File: src/rtl/cache_arbiter_pkg.sv
// Shared types for the LC-3b cache-to-memory arbiter: line/word widths,
// arbiter FSM states and client identifiers.
package cache_arbiter_pkg;

  localparam int unsigned LINE_W = 128;
  localparam int unsigned WORD_W = 16;

  typedef logic [LINE_W-1:0] lc3b_line;
  typedef logic [WORD_W-1:0] lc3b_word;

  typedef enum logic [1:0] {
    IDLE    = 2'd0,
    SERVE_I = 2'd1,
    SERVE_D = 2'd2
  } lc3b_arb_state;

  typedef enum logic {
    CLIENT_I = 1'b0,
    CLIENT_D = 1'b1
  } arb_client;

endpackage

File: src/rtl/cache_arbiter_if.sv
// Bus bundle between the two cache miss paths, the arbiter and physical memory.
// The slave modport is the arbiter's view; master is the environment's view.
interface cache_arbiter_if;
  import cache_arbiter_pkg::*;

  logic     icache_pmem_read;
  lc3b_word icache_pmem_address;
  lc3b_line icache_pmem_rdata;
  logic     icache_pmem_resp;

  logic     dcache_pmem_read;
  logic     dcache_pmem_write;
  lc3b_word dcache_pmem_address;
  lc3b_line dcache_pmem_wdata;
  lc3b_line dcache_pmem_rdata;
  logic     dcache_pmem_resp;

  logic     pmem_read;
  logic     pmem_write;
  lc3b_word pmem_address;
  lc3b_line pmem_wdata;
  lc3b_line pmem_rdata;
  logic     pmem_resp;

  modport slave (
    input  icache_pmem_read, icache_pmem_address,
    output icache_pmem_rdata, icache_pmem_resp,
    input  dcache_pmem_read, dcache_pmem_write, dcache_pmem_address, dcache_pmem_wdata,
    output dcache_pmem_rdata, dcache_pmem_resp,
    output pmem_read, pmem_write, pmem_address, pmem_wdata,
    input  pmem_rdata, pmem_resp
  );

  modport master (
    output icache_pmem_read, icache_pmem_address,
    input  icache_pmem_rdata, icache_pmem_resp,
    output dcache_pmem_read, dcache_pmem_write, dcache_pmem_address, dcache_pmem_wdata,
    input  dcache_pmem_rdata, dcache_pmem_resp,
    input  pmem_read, pmem_write, pmem_address, pmem_wdata,
    output pmem_rdata, pmem_resp
  );

endinterface

File: src/rtl/cache_arbiter_control.sv
// Arbiter FSM with round-robin conflict resolution; emits one-cycle grant
// pulses (latch enables) and a done pulse when memory completes.
//   state   | meaning
//   IDLE    | no transaction in progress
//   SERVE_I | I-cache transaction in progress
//   SERVE_D | D-cache transaction in progress
module cache_arbiter_control
  import cache_arbiter_pkg::*;
(
  input  logic          clk,
  input  logic          rst,
  input  logic          i_req,
  input  logic          d_req,
  input  logic          pmem_resp,
  output lc3b_arb_state state,
  output logic          grant_i,
  output logic          grant_d,
  output logic          done
);

  lc3b_arb_state state_q, state_d;
  arb_client     last_grant_q;

  always_ff @(posedge clk or posedge rst) begin
    if (rst) begin
      state_q      <= IDLE;
      last_grant_q <= CLIENT_I;
    end else begin
      state_q <= state_d;
      if (grant_i) last_grant_q <= CLIENT_I;
      else if (grant_d) last_grant_q <= CLIENT_D;
    end
  end

  always_comb begin
    state_d = state_q;
    grant_i = 1'b0;
    grant_d = 1'b0;
    done    = 1'b0;
    unique case (state_q)
      IDLE: begin
        // On a conflict the client that did not win last time goes first.
        if (i_req && d_req) begin
          if (last_grant_q == CLIENT_I) grant_d = 1'b1;
          else                          grant_i = 1'b1;
        end else if (i_req) begin
          grant_i = 1'b1;
        end else if (d_req) begin
          grant_d = 1'b1;
        end
        if (grant_i) state_d = SERVE_I;
        if (grant_d) state_d = SERVE_D;
      end
      SERVE_I, SERVE_D: begin
        if (pmem_resp) begin
          done    = 1'b1;
          state_d = IDLE;
        end
      end
      default: state_d = IDLE;
    endcase
  end

  assign state = state_q;

endmodule

File: src/rtl/cache_arbiter.sv
// Shares one physical-memory port between the I-cache and D-cache miss paths:
// latches the winner's request at grant and routes the response to its owner.
module cache_arbiter
  import cache_arbiter_pkg::*;
(
  input logic           clk,
  input logic           rst,
  cache_arbiter_if.slave bus
);

  lc3b_arb_state state;
  logic          grant_i, grant_d, done;
  logic          i_req, d_req, d_is_write;

  lc3b_word addr_q;
  lc3b_line wdata_q;
  logic     read_q, write_q;

  assign i_req      = bus.icache_pmem_read;
  assign d_req      = bus.dcache_pmem_read | bus.dcache_pmem_write;
  // Read+write together is illegal; the write-back wins.
  assign d_is_write = bus.dcache_pmem_write;

  cache_arbiter_control u_ctrl (
    .clk       (clk),
    .rst       (rst),
    .i_req     (i_req),
    .d_req     (d_req),
    .pmem_resp (bus.pmem_resp),
    .state     (state),
    .grant_i   (grant_i),
    .grant_d   (grant_d),
    .done      (done)
  );

  // Strobes are set on the grant edge and cleared on the completion edge, so
  // they are pure flops with no path from client inputs.
  always_ff @(posedge clk or posedge rst) begin
    if (rst) begin
      addr_q  <= '0;
      wdata_q <= '0;
      read_q  <= 1'b0;
      write_q <= 1'b0;
    end else if (grant_i) begin
      addr_q  <= bus.icache_pmem_address;
      read_q  <= 1'b1;
      write_q <= 1'b0;
    end else if (grant_d) begin
      addr_q  <= bus.dcache_pmem_address;
      wdata_q <= bus.dcache_pmem_wdata;
      read_q  <= ~d_is_write;
      write_q <= d_is_write;
    end else if (done) begin
      read_q  <= 1'b0;
      write_q <= 1'b0;
    end
  end

  always @(posedge clk) begin
    if (!rst && grant_d) begin
      assert (!(bus.dcache_pmem_read && bus.dcache_pmem_write));
    end
  end

  assign bus.pmem_read    = read_q;
  assign bus.pmem_write   = write_q;
  assign bus.pmem_address = addr_q;
  assign bus.pmem_wdata   = wdata_q;

  assign bus.icache_pmem_rdata = bus.pmem_rdata;
  assign bus.dcache_pmem_rdata = bus.pmem_rdata;
  assign bus.icache_pmem_resp  = done && (state == SERVE_I);
  assign bus.dcache_pmem_resp  = done && (state == SERVE_D);

endmodule

File: src/flat_wrapper.sv
// flat-port wrapper written by rule: the top's interface ports become plain ports
module cache_arbiter_flat import cache_arbiter_pkg::*;
  (clk, rst, bus_icache_pmem_read, bus_icache_pmem_address, bus_icache_pmem_rdata, bus_icache_pmem_resp, bus_dcache_pmem_read, bus_dcache_pmem_write, bus_dcache_pmem_address, bus_dcache_pmem_wdata, bus_dcache_pmem_rdata, bus_dcache_pmem_resp, bus_pmem_read, bus_pmem_write, bus_pmem_address, bus_pmem_wdata, bus_pmem_rdata, bus_pmem_resp);
  cache_arbiter_if bus_i ();
  input logic clk;
  input logic rst;
  input wire logic [$bits(bus_i.icache_pmem_read)-1:0] bus_icache_pmem_read;
  input wire logic [$bits(bus_i.icache_pmem_address)-1:0] bus_icache_pmem_address;
  output wire logic [$bits(bus_i.icache_pmem_rdata)-1:0] bus_icache_pmem_rdata;
  output wire logic [$bits(bus_i.icache_pmem_resp)-1:0] bus_icache_pmem_resp;
  input wire logic [$bits(bus_i.dcache_pmem_read)-1:0] bus_dcache_pmem_read;
  input wire logic [$bits(bus_i.dcache_pmem_write)-1:0] bus_dcache_pmem_write;
  input wire logic [$bits(bus_i.dcache_pmem_address)-1:0] bus_dcache_pmem_address;
  input wire logic [$bits(bus_i.dcache_pmem_wdata)-1:0] bus_dcache_pmem_wdata;
  output wire logic [$bits(bus_i.dcache_pmem_rdata)-1:0] bus_dcache_pmem_rdata;
  output wire logic [$bits(bus_i.dcache_pmem_resp)-1:0] bus_dcache_pmem_resp;
  output wire logic [$bits(bus_i.pmem_read)-1:0] bus_pmem_read;
  output wire logic [$bits(bus_i.pmem_write)-1:0] bus_pmem_write;
  output wire logic [$bits(bus_i.pmem_address)-1:0] bus_pmem_address;
  output wire logic [$bits(bus_i.pmem_wdata)-1:0] bus_pmem_wdata;
  input wire logic [$bits(bus_i.pmem_rdata)-1:0] bus_pmem_rdata;
  input wire logic [$bits(bus_i.pmem_resp)-1:0] bus_pmem_resp;
  assign bus_i.icache_pmem_read = bus_icache_pmem_read;
  assign bus_i.icache_pmem_address = bus_icache_pmem_address;
  assign bus_icache_pmem_rdata = bus_i.icache_pmem_rdata;
  assign bus_icache_pmem_resp = bus_i.icache_pmem_resp;
  assign bus_i.dcache_pmem_read = bus_dcache_pmem_read;
  assign bus_i.dcache_pmem_write = bus_dcache_pmem_write;
  assign bus_i.dcache_pmem_address = bus_dcache_pmem_address;
  assign bus_i.dcache_pmem_wdata = bus_dcache_pmem_wdata;
  assign bus_dcache_pmem_rdata = bus_i.dcache_pmem_rdata;
  assign bus_dcache_pmem_resp = bus_i.dcache_pmem_resp;
  assign bus_pmem_read = bus_i.pmem_read;
  assign bus_pmem_write = bus_i.pmem_write;
  assign bus_pmem_address = bus_i.pmem_address;
  assign bus_pmem_wdata = bus_i.pmem_wdata;
  assign bus_i.pmem_rdata = bus_pmem_rdata;
  assign bus_i.pmem_resp = bus_pmem_resp;
  cache_arbiter u_core (.clk(clk), .rst(rst), .bus(bus_i));
endmodule
File: config.mk
export PLATFORM = sky130hd
export DESIGN_NAME = cache_arbiter_flat
export DESIGN_NICKNAME = d
export VERILOG_FILES = /design/src/rtl/cache_arbiter_pkg.sv /design/src/rtl/cache_arbiter_if.sv /design/src/rtl/cache_arbiter_control.sv /design/src/rtl/cache_arbiter.sv /design/src/flat_wrapper.sv
export SDC_FILE = /design/constraint.sdc
export NUM_CORES = 1
export LEC_CHECK = 0
export CORE_AREA = 2 2 275 277
export CTS_CLUSTER_SIZE = 24
export DETAILED_ROUTE_END_ITERATION = 8
export DIE_AREA = 0 0 277 279
export SLEW_MARGIN = 5
export SYNTH_ARGS = -nofsm -noshare
export SYNTH_HDL_FRONTEND = slang
export SYNTH_SLANG_ARGS = --single-unit
File: constraint.sdc
create_clock -name clk -period 7.3 [get_ports clk]
set_clock_uncertainty 0.2 [all_clocks]
set_input_delay 1.825 -clock clk [delete_from_list [all_inputs] [get_ports clk]]
set_output_delay 1.825 -clock clk [all_outputs]
set_load 0.01 [all_outputs]
Yosys cells after proc, flatten, opt, wreduce, memory -nomap -nowiden
Cells that the tools add are included.
{ "op_classes": {"eq_ne": 4, "n_mux": 26, "bitwise_logic": 3, "reduce_logical": 9} }
{ "op_table": {"columns": ["operator", "count"], "rows": [
  ["$mux W16", 2],
  ["$mux W1", 20],
  ["$mux W2", 3],
  ["$pmux W2 S2", 1],
  ["$reduce_and A2 Y1", 2],
  ["$logic_and A1 B1 Y1", 3],
  ["$ne A3 B3 Y1 const B", 1],
  ["$reduce_bool A3 Y1", 1],
  ["$eq A2 B1 Y1 const B", 1],
  ["$eq A2 B2 Y1 const B", 1],
  ["$logic_not A2 Y1", 1],
  ["$ne A2 B2 Y1 const B", 1],
  ["$not A1 Y1", 2],
  ["$reduce_bool A2 Y1", 1],
  ["$reduce_or A2 Y1", 1],
  ["$or A1 B1 Y1", 1]
]} }
{ "totals": {"ff_bits": 149, "input_bits": 294, "output_inout_bits": 404, "elab_cells": 48} }

Longest topological paths before layout
Gate-level depths: netlist of run 1.
{ "depth": {"word_depth": 8, "mapped_depth": 7, "ltp_nobuf": 5} }

Modules after synthesis
Synthesis of run 1 repeated with hierarchy kept, for this count alone.
{ "hier_totals": {"hier_cells": 634, "area_unflattened_um2": 7798.7} }
{ "by_module_without_submodules": {"columns": ["mod", "n_inst", "cells_each", "area_per_inst_um2", "seq_area_each_um2"], "rows": [
  ["cache_arbiter", 1, 610, 7578.5, 3653.5],
  ["cache_arbiter_control", 1, 24, 220.2, 75.1]
]} }

Worst setup path after synthesis of run 1
Ideal clock, no wire load.
{ "synth_timing": {"path_kind": "input port to output port", "from": "input bus_pmem_resp", "to": "output bus_dcache_pmem_resp", "arrival_ns": 1.998, "required_ns": 5.275, "slack_ns": 3.277, "path_stages": 1, "cell_sequence": "and3_1"} }
{ "synth_between": {"elab_chain_cells": 3} }
{ "synth_rtl": {"columns": ["item", "line", "text"], "rows": [
  ["start, declared", "flat_wrapper.sv:22", "input wire logic [$bits(bus_i.pmem_resp)-1:0] bus_pmem_resp;"],
  ["$mux W1", "cache_arbiter_control.sv:55", "if (pmem_resp) begin"],
  ["$mux W1", "cache_arbiter_control.sv:40", "unique case (state_q)"],
  ["$logic_and A1 B1 Y1", "cache_arbiter.sv:73", "assign bus.dcache_pmem_resp = done && (state == SERVE_D);"],
  ["end, declared", "flat_wrapper.sv:16", "output wire logic [$bits(bus_i.dcache_pmem_resp)-1:0] bus_dcache_pmem_resp;"]
]} }
Every way passes these cells.

Final worst setup path of run 1
Ends and elaborated chain as after synthesis.

==> results.json, run 1 <==
{
  "setup_tns_ns": 0,
  "dp_hpwl_um": 17100,
  "crit_path_max_fanout": 4,
  "post-cts-setup-buffers": 0,
  "n_antenna_cell": 0,
  "crit_type": "in2out",
  "grt_pass1_vias": 5149,
  "critPathRequiredTime_ns": 5.28,
  "syn_area_um2": 7690,
  "fin_ws_ns": 2.24,
  "die-area_um2": 77300,
  "yosysMostFrequentCell": "buf_4",
  "vias": 4568,
  "wl_um": 22600,
  "synth.yosys.seq_area_share_pct": 48.5,
  "fmax_ghz": 0.197,
  "avgSynthCellArea_um2": 12.5,
  "clock-sinks": 149,
  "ctsHoldBuffers": 0,
  "antenna_found_initial": 2,
  "synth-edff-count": 0,
  "setup_violations": 0,
  "cts.repair.resized": 0,
  "tightest_slew_ns": 0.922,
  "clockBufferDepth": 2,
  "drv_cap": 0,
  "fin_crit_sh_pct": 69.4,
  "layout-drive-gt1-share_pct": 24.5,
  "synth_fp_nets": 912,
  "pre_cts_ws_ns": 2.24,
  "post_drt_via_cell_ratio": 2.76,
  "hold_class": "reg2reg",
  "status": "completed",
  "synth_top_area_share_pct": 48.5,
  "fin_hold_ws_ns": 0.300,
  "fin_crit_ns": 5.06,
  "rows": 100,
  "p_total_uw": 4530,
  "cts_tree": "done",
  "setup.worst_path.start_class": "input pin",
  "syn_inst": 615,
  "multi_input_area_um2": 1890,
  "die_h_um": 279,
  "nFillCells": 8266,
  "clock-root-buffer": "clkbuf_16",
  "grt-ovfl-total": 0,
  "cp-end-kind": "primary output",
  "gp_congestion": 0.744,
  "drv_slew": 0,
  "synth_area_leaders": "dfrtp_1, buf_4, mux2_2",
  "grt_pass1_wl_um": 33000,
  "rsz0062_at_grt": "no",
  "critPathArrivalTime_ns": 3.04,
  "layoutNonFillerInstCount": 1658,
  "portBuffers": 313,
  "drcViolationCount": 0,
  "clock_latency_ns": 0.47,
  "final_nets": 973,
  "clkTransAtPathRegs_ns": 0.07,
  "drtPass1Iterations": 4,
  "drt_iter0_markers": 93,
  "ios": 698,
  "ys_ff_latch": 149,
  "ys.flop_type": "dfrtp_1",
  "numCtsBuffers": 17,
  "syn_to_final_growth_pct": 38.5,
  "power.density_nw_per_um2": 425,
  "core_area_um2": 74100,
  "dp.cells": 1626,
  "seq_area_um2": 3730,
  "yosysWarningCount": 0,
  "grt_max_degree": 69,
  "hold_violations": 0,
  "ant_nets": 0,
  "p_leak_uw": 0.00403,
  "max-vdd-ir-drop_uv": 166,
  "h-tree-depth": 4,
  "grt_use_total_pct": 5.90,
  "fp.dieW_um": 277,
  "start_util_pct": 10.4,
  "synth_top_area_cell": "dfrtp_1",
  "synth_cell_types": 23,
  "relSlewSlack_pct": 38.5,
  "async_flop_share_pct": 100,
  "wl_per_cell_um": 13.6,
  "yosys-top-cells-count": "buf_4, dfrtp_1, mux2_2"
}
[layout by cell type, fill, tap and decap left out, drive strengths merged]
cell,netlist,final
bufinv,0,2
clkinvlp,0,1
nand2,3,3
nor2b,2,2
buf,272,5
o21ai,3,3
a21oi,1,1
nand2b,1,1
a2bb2oi,2,2
a221o,16,16
inv,6,15
clkbuf,4,17
clkdlybuf4s50,0,313
and3,17,17
o22ai,1,1
o31ai,1,1
ha,3,3
and2,3,3
a32oi,1,1
o21bai,1,1
dfrtp,149,149
mux2,128,128
nand3,1,1
clkinv,0,3
[flip-flops by register name (all words and copies together) (netlist names)]
name / count
u_core.u_ctrl.state: 2
u_core.bus.pmem_read: 1
u_core.u_ctrl.last_grant_q: 1
u_core.bus.pmem_write: 1
u_core.bus.pmem_wdata: 128
u_core.bus.pmem_address: 16
[per-stage QoR]
step           util (%)  cell area (µm²)
5_1_grt            14.4            10700
3_3_place_gp       13.6            10000
6_report           14.4            10700
4_1_cts            14.4            10700
2_1_floorplan         -             7690
3_5_place_dp       13.6            10000
[worst paths after layout]
kind,from,to,slack [ns],cells past startpoint
min,u_core.bus.pmem_write,u_core.bus.pmem_write,0.30,2
max reg2reg,u_core.u_ctrl.state[1],u_core.bus.pmem_wdata[109],4.60,5
max in group asynchronous,rst,u_core.bus.pmem_wdata[16],4.14,3
min reg2reg,u_core.bus.pmem_write,u_core.bus.pmem_write,0.30,2
max,bus_pmem_resp,bus_dcache_pmem_resp,2.24,3
min in group asynchronous,rst,u_core.bus.pmem_wdata[91],1.52,2
[worst max-delay path, cell delays in order]
cell and delay [ns]:
clkdlybuf4s50_1 0.52, and3_1 0.16, clkdlybuf4s50_1 0.53
[routing by layer]
metal	share of wire, %	track usage, %
met3	12	3.10
met4	9.8	7.11
met2	46	8.97
met5	0.057	0
met1	32	5.22
[power breakdown]
| part | internal, µW | switching (µW) | total [µW] |
|---|---|---|---|
| combinational | 1290 | 806 | 2090 |
| clock | 520 | 433 | 953 |
| sequential | 1260 | 227 | 1480 |
[cells by family after synthesis]
| logic type | share of synthesized area, % |
|---|---|
| flops | 48.5 |
| compound gates | 3.11 |
| fa+ha+maj | 0.488 |
| mux | 18.7 |
| buf+inv | 27.1 |
| simple gates | 2.08 |
[layout make-up]
type	instances	share of cell area [%]
clock inverter	15	1.75
sequential	149	35.0
multi-input combinational	184	17.7
inverter	6	0.258
tap	969	11.4
timing repair buffer	318	29.9
clock buffer	17	3.99
Note: power is estimated with default switching activity, not from simulation.
==> run 2, diff against run 1 <==
--- a/config.mk
+++ b/config.mk
@@ -5,10 +5,10 @@
 export SDC_FILE = /design/constraint.sdc
 export NUM_CORES = 1
 export LEC_CHECK = 0
-export CORE_AREA = 2 2 275 277
+export CORE_AREA = 2 2 269 271
 export CTS_CLUSTER_SIZE = 24
 export DETAILED_ROUTE_END_ITERATION = 8
-export DIE_AREA = 0 0 277 279
+export DIE_AREA = 0 0 271 273
 export SLEW_MARGIN = 5
 export SYNTH_ARGS = -nofsm -noshare
 export SYNTH_HDL_FRONTEND = slang
==> constraint.sdc (replaced) <==
create_clock -name clk -period 4.15 [get_ports clk]
set_clock_uncertainty 0.2 [all_clocks]
set_input_delay 1.0375 -clock clk [delete_from_list [all_inputs] [get_ports clk]]
set_output_delay 1.0375 -clock clk [all_outputs]
set_load 0.01 [all_outputs]
==> results.json, run 2 (synthesis gave the netlist of run 1 again) <==
{
  "setup.worst_path.start_class": "input pin",
  "power.density_nw_per_um2": 745,
  "critPathRequiredTime_ns": 2.91,
  "grt_pass1_wl_um": 33000,
  "hold_class": "reg2reg",
  "cp_slowest_cell": "clkdlybuf4s50_1",
  "p_sw_uw": 2540,
  "clkTransAtPathRegs_ns": 0.06,
  "path_buf_inv": 2,
  "crit_type": "in2out",
  "die-area_um2": 74000,
  "grt-ovfl-total": 0,
  "drv_slew": 0,
  "pwr-share-seq_pct": 32.8,
  "internal-power_uw": 5440,
  "swShare_pct": 31.8,
  "reg2reg_from": "u_core.u_ctrl.state[0]",
  "hold_path_depth": 1,
  "hold_violations": 0,
  "clock-root-buffer": "clkbuf_16",
  "max-vdd-ir-drop_uv": 256,
  "syn_to_final_growth_pct": 39.4,
  "cpMostUsedCell": "clkdlybuf4s50_1",
  "fin_crit_sh_pct": 85.5,
  "cp-end-kind": "primary output",
  "die_h_um": 273,
  "fin_ws_ns": 0.601,
  "regToRegEndpoint": "u_core.bus.pmem_wdata[122]",
  "antenna_found_initial": 2,
  "crit_family": "buffers and inverters",
  "drt_iter0_markers": 107,
  "path_cells": "clkdlybuf4s50_1 -> and3_1 -> clkdlybuf4s50_1",
  "numCtsBuffers": 17,
  "clockBufferDepth": 2,
  "post_drt_via_cell_ratio": 2.77,
  "start_util_pct": 10.8,
  "rsz0062_at_grt": "no",
  "portBuffers": 313,
  "tightest_slew_ns": 0.710,
  "clkPwrFrac_pct": 20.6,
  "clock-sinks": 149,
  "p_leak_uw": 0.00409,
  "final_nets": 983,
  "ant_nets": 0,
  "setup_violations": 0,
  "drv_cap": 0,
  "post-cts-setup-buffers": 0,
  "cts_tree": "done",
  "wl_per_cell_um": 13.8,
  "hp-start": "u_core.bus.pmem_wdata[48]",
  "fin_crit_ns": 3.55,
  "critPathArrivalTime_ns": 2.31,
  "layout_commonest_cell": "clkdlybuf4s50_1",
  "cts.repair.resized": 0,
  "fmax_ghz": 0.282,
  "crit_path_max_fanout": 4,
  "drcViolationCount": 0,
  "rr_worst_depth": 5,
  "clock_latency_ns": 0.47,
  "fin_hold_ws_ns": 0.307,
  "gp_congestion": 0.776,
  "wl_um": 22700,
  "n_antenna_cell": 0,
  "relSlewSlack_pct": 52.6,
  "h-tree-depth": 4,
  "largest_register_ff_count": 128,
  "layout-drive-gt1-share_pct": 25.5,
  "ctsHoldBuffers": 0,
  "power_frac_comb_pct": 46.6,
  "mostFrequentLayoutCells": "clkdlybuf4s50_1, dfrtp_1, mux2_2",
  "status": "completed",
  "grt_max_degree": 56,
  "r2r_slack_ns": 1.84,
  "nFillCells": 7806,
  "grt_pass1_vias": 5050,
  "ios": 698,
  "grt_use_total_pct": 6.23,
  "vias": 4560,
  "rows": 98,
  "pre_cts_ws_ns": 0.599,
  "setup_tns_ns": 0,
  "dp_hpwl_um": 16900,
  "fp.dieW_um": 271,
  "min_to": "u_core.bus.pmem_wdata[48]",
  "core_area_um2": 71000,
  "max_stage_delay_ns": 0.55,
  "drtPass1Iterations": 4
}
==> run 2: cell types whose count changed in the layout (fill, tap and decap cells not counted), moves of 2 or more <==
cell,change
buf_12,+3
buf_4,+7
clkbuf_8,+2
clkinv_4,+2
inv_6,-5
==> run 2: worst reg2reg max path, delay by kind of cell, from the launching register on <==
kind                       cells  cell delay, ns
adders and majority gates      1            0.28
buffers and inverters          2            0.40
DFF                            1            0.38
muxes                          1            0.49
and+or+nand+nor                1            0.45
==> run 2: layout make-up <==
type	instances	area (µm²)	share of cell area [%]
clock buffers	19	453	4.23
repair buffers	328	3300	30.7
well taps	950	1190	11.1
clock inverters	12	146	1.37
multi-input cells	184	1880	17.5
inverters	6	26.3	0.245
flip-flops and latches	149	3730	34.8
==> run 2: worst max-delay path by stage <==
stage	cells past startpoint	from	slack (ns)	to
3_3_place_gp	3	bus_pmem_resp	0.59	bus_dcache_pmem_resp
2_1_floorplan	1	rst	1.04	u_core.bus.pmem_address[0]
4_1_cts	3	bus_pmem_resp	0.59	bus_dcache_pmem_resp
3_5_place_dp	3	bus_pmem_resp	0.60	bus_dcache_pmem_resp
6_report	3	bus_pmem_resp	0.60	bus_dcache_pmem_resp
5_1_grt	3	bus_pmem_resp	0.56	bus_dcache_pmem_resp
==> run 2: power groups by stage <==
stage	Sequential, µW	Combinational (µW)	Clock (µW)
5_1_grt	2730	3990	1810
6_report	2620	3720	1640
3_3_place_gp	2620	3740	0
4_1_cts	2640	3800	1770
3_5_place_dp	2650	3780	0
2_1_floorplan	2940	1680	0
==> run 2: routing by layer <==
metal  vias up  track usage (%)  wire length (µm)  share of wire [%]
li1       1953                -                 -                  -
met1      2126             5.55              7310                 32
met2       349             9.44             10500                 46
met3       128             3.62              2810                 12
met4         4             6.82              2070                9.1
met5         -                0                19              0.084
==> run 2: metrics by stage <==
| stage | utilization, % | instance area (µm²) | cells | power, µW |
|---|---|---|---|---|
| 6_report | 15.1 | 10700 | 1648 | 7990 |
| 5_1_grt | 15.1 | 10700 | 1648 | 8530 |
| 4_1_cts | 15.1 | 10700 | 1648 | 8200 |
| 3_5_place_dp | 14.3 | 10100 | 1617 | 6430 |
| 3_3_place_gp | 14.3 | 10100 | 1617 | 6360 |
| 2_1_floorplan | - | 7690 | 615 | 4620 |
